### config.mk
export PLATFORM = sky130hd
export DESIGN_NAME = sha3_state_dispatch
export DESIGN_NICKNAME = d
export VERILOG_FILES = /design/src/rtl/sha3_pkg.sv /design/src/rtl/sha3_state_dispatch.sv
export SDC_FILE = /design/constraint.sdc
export NUM_CORES = 1
export LEC_CHECK = 0
export ABC_AREA = 1
export BUFFER_PORTS_ARGS = -buffer_cell sky130_fd_sc_hd__buf_4
export CORE_AREA = 2 2 652 654
export CTS_BUF_LIST = sky130_fd_sc_hd__clkbuf_8
export DETAILED_ROUTE_END_ITERATION = 10
export DIE_AREA = 0 0 654 656
export PLACE_DENSITY = 0.3
export SLEW_MARGIN = 20
export SYNTH_ARGS = -nofsm -noshare
export SYNTH_HDL_FRONTEND = slang
export SYNTH_SLANG_ARGS = --single-unit
### constraint.sdc
create_clock -name clk -period 14.2 [get_ports clk]
set_input_delay 1.42 -clock clk [delete_from_list [all_inputs] [get_ports clk]]
set_output_delay 1.42 -clock clk [all_outputs]
set_load 0.01 [all_outputs]
### src/rtl/sha3_pkg.sv
// Shared Keccak state definitions for the SHA-3 datapath: lane type, state geometry,
// digest lane counts and the lane-index to (row, x) mapping.
package sha3_pkg;

  localparam int unsigned LANE_W         = 64;
  localparam int unsigned STATE_LANES    = 25;
  localparam int unsigned SHA3_256_LANES = 4;
  localparam int unsigned SHA3_512_LANES = 8;

  typedef logic [LANE_W-1:0] lane_t;

  typedef struct packed {
    logic [2:0] row;
    logic [2:0] x;
  } lane_pos_t;

  // Lane i sits at row y = i/5, column x = i%5.
  function automatic lane_pos_t lane_pos(input int unsigned idx);
    lane_pos_t p;
    p.row = 3'(idx / 5);
    p.x   = 3'(idx % 5);
    return p;
  endfunction

endpackage

### src/rtl/sha3_state_dispatch.sv
// Captures a full Keccak state on sample/iready and streams its first OUT_LANES lanes
// as 64-bit words on a valid/ready interface with a last marker.
module sha3_state_dispatch
  import sha3_pkg::*;
#(
  parameter int unsigned OUT_LANES = SHA3_256_LANES
) (
  input  logic  clk,
  input  logic  rst_n,
  input  lane_t isa [5],
  input  lane_t isb [5],
  input  lane_t isc [5],
  input  lane_t isd [5],
  input  lane_t ise [5],
  input  logic  sample,
  output logic  iready,
  output lane_t odata,
  output logic  ovalid,
  output logic  olast,
  input  logic  oready,
  output logic  odropped
);

  if (OUT_LANES < 1 || OUT_LANES > STATE_LANES) begin : g_bad_out_lanes
    $error("sha3_state_dispatch: OUT_LANES must be in 1..25");
  end

  localparam int unsigned      IDX_W    = $clog2(OUT_LANES + 1);
  localparam logic [IDX_W-1:0] LAST_IDX = IDX_W'(OUT_LANES - 1);

  typedef enum logic {
    S_IDLE,
    S_SEND
  } state_e;

  state_e           r_state, w_state_nxt;
  logic [IDX_W-1:0] r_idx, w_idx_nxt;
  logic             r_dropped;
  lane_t            r_buf [OUT_LANES];
  lane_t            w_lanes [STATE_LANES];
  lane_t            w_odata;
  logic             w_iready, w_capture, w_beat, w_last, w_unused;

  // iready includes rst_n so nothing can be captured while reset is held.
  assign w_iready  = (r_state == S_IDLE) && rst_n;
  assign w_capture = sample && w_iready;
  assign w_beat    = (r_state == S_SEND) && oready;
  assign w_last    = (r_state == S_SEND) && (r_idx == LAST_IDX);

  always_comb begin
    lane_pos_t p;
    p = '0;
    for (int unsigned i = 0; i < STATE_LANES; i++) begin
      p = lane_pos(i);
      case (p.row)
        3'd0:    w_lanes[i] = isa[p.x];
        3'd1:    w_lanes[i] = isb[p.x];
        3'd2:    w_lanes[i] = isc[p.x];
        3'd3:    w_lanes[i] = isd[p.x];
        3'd4:    w_lanes[i] = ise[p.x];
        default: w_lanes[i] = '0;
      endcase
    end
  end

  // Lanes past OUT_LANES are deliberately never stored.
  always_comb begin
    w_unused = 1'b0;
    for (int unsigned i = OUT_LANES; i < STATE_LANES; i++) begin
      w_unused = w_unused ^ (^w_lanes[i]);
    end
  end

  always_comb begin
    w_state_nxt = r_state;
    w_idx_nxt   = r_idx;
    case (r_state)
      S_IDLE: begin
        if (w_capture) begin
          w_state_nxt = S_SEND;
          w_idx_nxt   = '0;
        end
      end
      S_SEND: begin
        if (w_beat) begin
          if (w_last) w_state_nxt = S_IDLE;
          else        w_idx_nxt   = r_idx + IDX_W'(1);
        end
      end
      default: w_state_nxt = S_IDLE;
    endcase
  end

  always_ff @(posedge clk or negedge rst_n) begin
    if (!rst_n) begin
      r_state   <= S_IDLE;
      r_idx     <= '0;
      r_dropped <= 1'b0;
    end else begin
      r_state   <= w_state_nxt;
      r_idx     <= w_idx_nxt;
      r_dropped <= sample && !w_iready;
    end
  end

  always_ff @(posedge clk) begin
    if (w_capture) begin
      for (int unsigned i = 0; i < OUT_LANES; i++) begin
        r_buf[i] <= w_lanes[i];
      end
    end
  end

  always_comb begin
    w_odata = '0;
    if (r_state == S_SEND) begin
      for (int unsigned i = 0; i < OUT_LANES; i++) begin
        if (r_idx == IDX_W'(i)) w_odata = r_buf[i];
      end
    end
  end

  assign iready   = w_iready;
  assign odata    = w_odata;
  assign ovalid   = (r_state == S_SEND);
  assign olast    = w_last;
  assign odropped = r_dropped;

endmodule

==> out/summary.txt, run 1 <==
# IOs -> 1672
Cell area after synthesis -> 0.0106 sq mm
Num CTS Buffers -> 59
Top cells by count, synth -> edfxtp_1 (256), nand2_1 (204), nand3_1 (195)
Clock buffer depth -> 3
Final setup viols -> 0
Top_reg_cell synth -> edfxtp_1
Synth Net Count -> 2471
Full die area -> 0.429 sq mm
Cells after synthesis -> 862
First-pass GRT wire length -> 88300 um
Required @ worst endpoint -> 12780 ps
Max-cap check violation count -> 0
Port Buf Inserts -> 327
Clock sink count -> 261
Outcome -> finished clean
Reg-to-reg setup timing slack -> 10840 ps
GRT overflow -> 0
Final hold violation count -> 0
First DRT Iteration DRCs -> 530
Vias in the first global route -> 8671
Yosys top cell area share -> 0.725
Clk_lat worst skew -> 830 ps
R2r worst-path depth -> 5
Max-slew violation count -> 0
Final period util -> 0.402
Fmax -> 175 MHz
Synth area leaders -> edfxtp_1 (72%), nand3_1 (9.2%), nand2_1 (7.2%)
CTS Hold Bufs -> 0
Row Count -> 239
Avg Cell Area, Syn -> 12.3 sq um
Filler Cell Count -> 50000
H-Tree Depth -> 2
Initial Utilization -> 0.0251
Chip height -> 656 um
Unrepaired setup endpoints after global routing -> false
Fin crit period -> 5710 ps
Register area share after synthesis -> 0.737
R2r endpoint -> r_buf[0][21]
Cts repair resizes -> 0
WL final -> 70300 um
Nets -> 2817
Die width -> 654 um
Post-CTS Repair Setup Buffers -> 0
Leading area contributor after synthesis -> edfxtp_1
Detailed Routing Iterations Pass 1 -> 5
Multi-input logic area -> 0.00220 sq mm
Root buf cell -> clkbuf_8
Crit path DAT -> 4290 ps
Slew @ Worst Pin -> 955 ps
Initial antenna violation count -> 24
Count leader, synth -> edfxtp_1
Core area -> 0.422 sq mm
Post-synth EDFFs -> 256
Total GRT Usage -> 0.0325
Post-synth ARST share -> 0.0192
Via density -> 1.16
Synth unique cells -> 17
Hold Path Class -> input pin to async pin
Worst-path fanout max -> 37
CP Capture Type -> output port
Vias after detailed routing -> 8033
Synth warnings -> 0
Skew final -> 86.0 ps
Power, Total -> 3.44 mW
CTS tree -> built
Share of layout cells above drive strength 1 -> 0.341
HPWL Detailed -> 53500 um
Startpoint type of the worst setup path -> flip-flop
Critical path type -> flip-flop to output port
Leak -> 6.13 nW
DRC -> 0
Worst R2R Start -> ovalid
Setup TNS -> 0 ps
Wire per inst -> 10.1 um
Global placement routability congestion -> 0.655
Pin count of the biggest net entering global routing -> 86
Area delta synth->final -> 99.3%
Yosys reg bits -> 261
Seq. cell area -> 0.00781 sq mm
Worst VDD drop -> 0.0000890 V
Routed Antenna Nets -> 0
Relative slew slack -> 0.364
Pwr dens -> 163 mW/mm^2
Worst-path clk slew -> 60 ps
## worst max path at each step
stage                       end  startpoint  slack [ps]  depth (start not counted)
CTS                   odata[43]    r_idx[1]        7910                         10
floorplan           r_buf[0][0]      sample        7120                          2
global placement      odata[43]    r_idx[1]        8950                         10
detailed placement    odata[43]    r_idx[1]        8970                         10
global route          odata[43]    r_idx[1]        7990                         10
finish                odata[33]    r_idx[1]        8490                         10
## cell families (layout without fill, tap and decap cells)
logic type	after synthesis	in the layout	synth area share
other	0	11	0
AO/OA/AOI/OAI	65	65	0.0307
adder cells (fa/ha/maj)	5	5	0.00590
AND/OR/NAND/NOR	404	404	0.168
buffers and inverters	127	517	0.0590
flip-flops	261	261	0.737
## placed cells by master (no fill, tap or decap), drive strengths merged
cell type / n
nand3: 195
clkinv: 19
nor2: 4
inv: 87
clkinvlp: 6
clkbuf: 60
buf: 340
o21ai: 65
ha: 5
edfxtp: 256
nand3b: 1
bufinv: 5
nand2: 204
dfrtp: 5
diode: 11
## flip-flops by register name, summed over array words and instances (netlist names)
| name | cells |
|---|---|
| r_buf | 256 |
| ovalid | 1 |
| r_idx | 3 |
| odropped | 1 |
## metrics by stage
step                  util  std cells  worst slack [ps]  area [sq um]  hold WS [ps]
floorplan                -        862              7120         10600           492
global placement    0.0472       6810              8950         19900           516
detailed placement  0.0472       6810              8970         19900           548
CTS                 0.0500       6915              7910         21100           173
global route        0.0501       6924              7990         21100           253
finish              0.0501       6926              8490         21100           387
## worst max-delay path, stage by stage (launching register included)
cell and delay, ps:
dfrtp_1 390, inv_1 120, ha_4 400, nor2_4 350, buf_4 510, buf_4 610
nand3_1 130, nand3_1 110, nand2_1 80, nand2_1 360, buf_4 280
## metal layers
| metal | routed length (um) | vias up | share of wire | GRT usage |
|---|---|---|---|---|
| li1 | - | 3741 | - | - |
| met1 | 26200 | 3928 | 0.37 | 0.0340 |
| met2 | 37200 | 259 | 0.53 | 0.0585 |
| met3 | 4530 | 101 | 0.064 | 0.0114 |
| met4 | 2270 | 4 | 0.032 | 0.0137 |
| met5 | 21 | - | 0.00030 | 0 |
## layout make-up
class,instances,share of cell area
clock inverter,45,0.0165
multi-input combinational,474,0.104
antenna,11,0.00130
tap,5663,0.335
inverter,72,0.0134
sequential,261,0.370
clock buffer,60,0.0391
timing repair buffer,340,0.121
## report_power, final
part	switching (mW)	internal (mW)
registers	0.0224	0.928
clock network	0.430	0.484
logic	1.16	0.421
total	1.61	1.83
No activity file was read; power rests on OpenSTA's default activity.
==> run 2: changes to the inputs <==
CORE_AREA = 2 2 650 652   (was 2 2 652 654)
DIE_AREA = 0 0 652 654   (was 0 0 654 656)
clock period = 5.05 ns   (was 14.2 ns; I/O delays follow)
==> out/summary.txt, run 2 (same netlist as run 1, synthesis figures left out) <==
Outcome -> finished clean (unchanged)
Net load switching power -> 4.55 mW (was 1.61 mW)
Clock buffer depth -> 3 (unchanged)
First DRT Iteration DRCs -> 436 (was 530)
Num CTS Buffers -> 56 (was 59)
Critical path type -> flip-flop to output port (unchanged)
Reg power frac -> 0.273 (was 0.276)
Clock sink count -> 261 (unchanged)
Pwr dens -> 416 mW/mm^2 (was 163 mW/mm^2)
Detailed Routing Iterations Pass 1 -> 4 (was 5)
HPWL Detailed -> 53500 um (about the same)
Relative slew slack -> 0.353 (was 0.364)
Vias in the first global route -> 9713 (was 8671)
Hold Path Class -> input pin to flip-flop (was input pin to async pin)
Fmax -> 231 MHz
Full die area -> 0.426 sq mm (was 0.429 sq mm)
Area delta synth->final -> 122% (was 99.3%)
Routed Antenna Nets -> 0 (unchanged)
GRT overflow -> 0 (unchanged)
Max-cap check violation count -> 0 (unchanged)
Crit path DAT -> 3820 ps (was 4290 ps)
WL final -> 70500 um (was 70300 um)
# IOs -> 1672 (unchanged)
Share of layout cells above drive strength 1 -> 0.282 (was 0.341)
Worst path slowest cell -> nor2_4 (was buf_4)
Worst VDD drop -> 0.000308 V (was 0.0000890 V)
Leak -> 7.23 nW (was 6.13 nW)
Power share of the combinational group -> 0.476 (was 0.459)
Cts repair resizes -> 0 (unchanged)
Via density -> 1.26 (was 1.16)
Fin crit period -> 4330 ps
Worst-path fanout max -> 30 (was 37)
First-pass GRT wire length -> 89000 um (was 88300 um)
Clk_lat worst skew -> 830 ps (about the same)
Buf/Inv on CP -> 4 (unchanged)
Sw frac -> 0.464 (was 0.468)
Port Buf Inserts -> 327 (unchanged)
Kind of cell adding the most delay to the critical path -> simple AND/OR/NAND/NOR gates (was buffers and inverters)
Global placement routability congestion -> 0.668 (was 0.655)
Die width -> 652 um (was 654 um)
Wire per inst -> 10.0 um (was 10.1 um)
Internal power -> 5.25 mW (was 1.83 mW)
Required @ worst endpoint -> 4550 ps (was 12780 ps)
Worst-path clk slew -> 60 ps (about the same)
Final setup viols -> 0 (unchanged)
Total GRT Usage -> 0.0325 (about the same)
Max-slew violation count -> 0 (unchanged)
H-Tree Depth -> 2 (unchanged)
Max reg flops -> 256 (unchanged)
Slowest stage delay, CP -> 630 ps (was 610 ps)
Most frequent CP cell -> buf_4 (unchanged)
CP Capture Type -> output port (unchanged)
DRC -> 0 (unchanged)
Chip height -> 654 um (was 656 um)
Vias after detailed routing -> 8908 (was 8033)
Final hold violation count -> 0 (unchanged)
Unrepaired setup endpoints after global routing -> false (unchanged)
Slew @ Worst Pin -> 971 ps (was 955 ps)
Clk pwr share -> 0.251 (was 0.265)
Pin count of the biggest net entering global routing -> 108 (was 86)
Final period util -> 0.857
Nets -> 3082 (was 2817)
Largest Register -> r_buf (unchanged)
CTS tree -> built (unchanged)
Hold slack -> 370 ps (was 387 ps)
Row Count -> 238 (was 239)
Commonest cells after routing, fill and taps aside -> buf_4 (346), dlygate4sd3_1 (260), edfxtp_1 (256), nand2_1 (203), nand3_1 (195) (was buf_4 (339), edfxtp_1 (256), nand2_1 (203), nand3_1 (195), inv_1 (82))
Most common cell after layout, fill and taps aside -> buf_4 (unchanged)
Largest regs -> r_buf (256), r_idx (3) (unchanged)
Startpoint type of the worst setup path -> flip-flop (unchanged)
Setup TNS -> 0 ps (unchanged)
Initial antenna violation count -> 23 (was 24)
Skew final -> 66.4 ps (was 86.0 ps)
Worst path cell trace -> inv_1, ha_4, nor2_4, buf_4, buf_4, nand3_1, nand3_1, nand2_1, nand2_1, buf_4 (unchanged)
Core area -> 0.419 sq mm (was 0.422 sq mm)
Root buf cell -> clkbuf_8 (unchanged)
Initial Utilization -> 0.0253 (was 0.0251)
==> run 2: changes by cell type in the layout (fill, tap and decap cells not counted), sizes merged <==
| cell | previous run | this run |
|---|---|---|
| clkinvlp | 6 | 5 |
| clkinv | 19 | 16 |
| diode | 11 | 10 |
| clkbuf | 60 | 56 |
| buf | 340 | 348 |
| dlygate4sd3 | 0 | 260 |
| inv | 87 | 90 |
==> run 2: worst reg2reg max path, delay by kind of cell (launching register included) <==
kind                       cells  cell delay (ps)
and+or+nand+nor                3              700
DFF                            1              450
adders and majority gates      1              390
buffers and inverters          2              690
==> run 2: worst paths after layout <==
| path | from | endpoint | slack (ps) | depth (start not counted) |
|---|---|---|---|---|
| setup reg to reg | r_idx[2] | r_idx[1] | 2770 | 6 |
| hold / removal | isa[224] | r_buf[1][32] | 370 | 2 |
| max in group asynchronous | rst_n | r_idx[0] | 4180 | 3 |
| min in group asynchronous | rst_n | odropped | 660 | 3 |
| setup / recovery | r_idx[1] | odata[51] | 720 | 10 |
| hold reg to reg | r_idx[1] | r_idx[1] | 560 | 2 |
==> run 2: power groups by stage <==
| stage | Combinational, mW | Sequential [mW] | Clock (mW) |
|---|---|---|---|
| floorplan | 1.75 | 2.72 | 0 |
| global placement | 4.93 | 2.72 | 0 |
| detailed placement | 4.89 | 2.72 | 0 |
| CTS | 5.09 | 2.68 | 2.67 |
| global route | 5.23 | 2.70 | 2.73 |
| finish | 4.66 | 2.68 | 2.46 |
==> run 2: through the flow <==
stage / setup WS [ps] / cells / total power, mW / utilization / instance area, sq um
5_1_grt: 296 / 7038 / 10.7 / 0.0562 / 23600
6_report: 720 / 7045 / 9.80 / 0.0562 / 23600
4_1_cts: 267 / 7035 / 10.4 / 0.0562 / 23500
3_5_place_dp: 1330 / 6675 / 7.61 / 0.0473 / 19800
3_3_place_gp: 1290 / 6675 / 7.65 / 0.0473 / 19800
2_1_floorplan: 158 / 862 / 4.48 / - / 10600
==> run 2: final cells by class <==
class | count | area (sq um)
fill | 49400 | 396000
sequential | 261 | 7810
tap | 5520 | 6910
timing repair buffer | 608 | 5240
multi-input combinational | 474 | 2200
clock buffer | 56 | 771
clock inverter | 44 | 340
inverter | 72 | 279
antenna | 10 | 25.0
==> run 2: what timing repair did <==
item | 4_1_cts | 5_1_grt
endpoints found under the hold margin | 266 | 0
hold buffers | 260 | 0
setup buffers | 0 | 0
==> run 2: metal layers <==
| metal | share of wire | vias up | wire length [um] | GRT usage |
|---|---|---|---|---|
| met5 | 0.00018 | - | 13 | 0 |
| met4 | 0.049 | 2 | 3470 | 0.0159 |
| met3 | 0.062 | 113 | 4390 | 0.00968 |
| met2 | 0.50 | 256 | 35200 | 0.0561 |
| met1 | 0.39 | 4261 | 27400 | 0.0362 |
| li1 | - | 4276 | - | - |
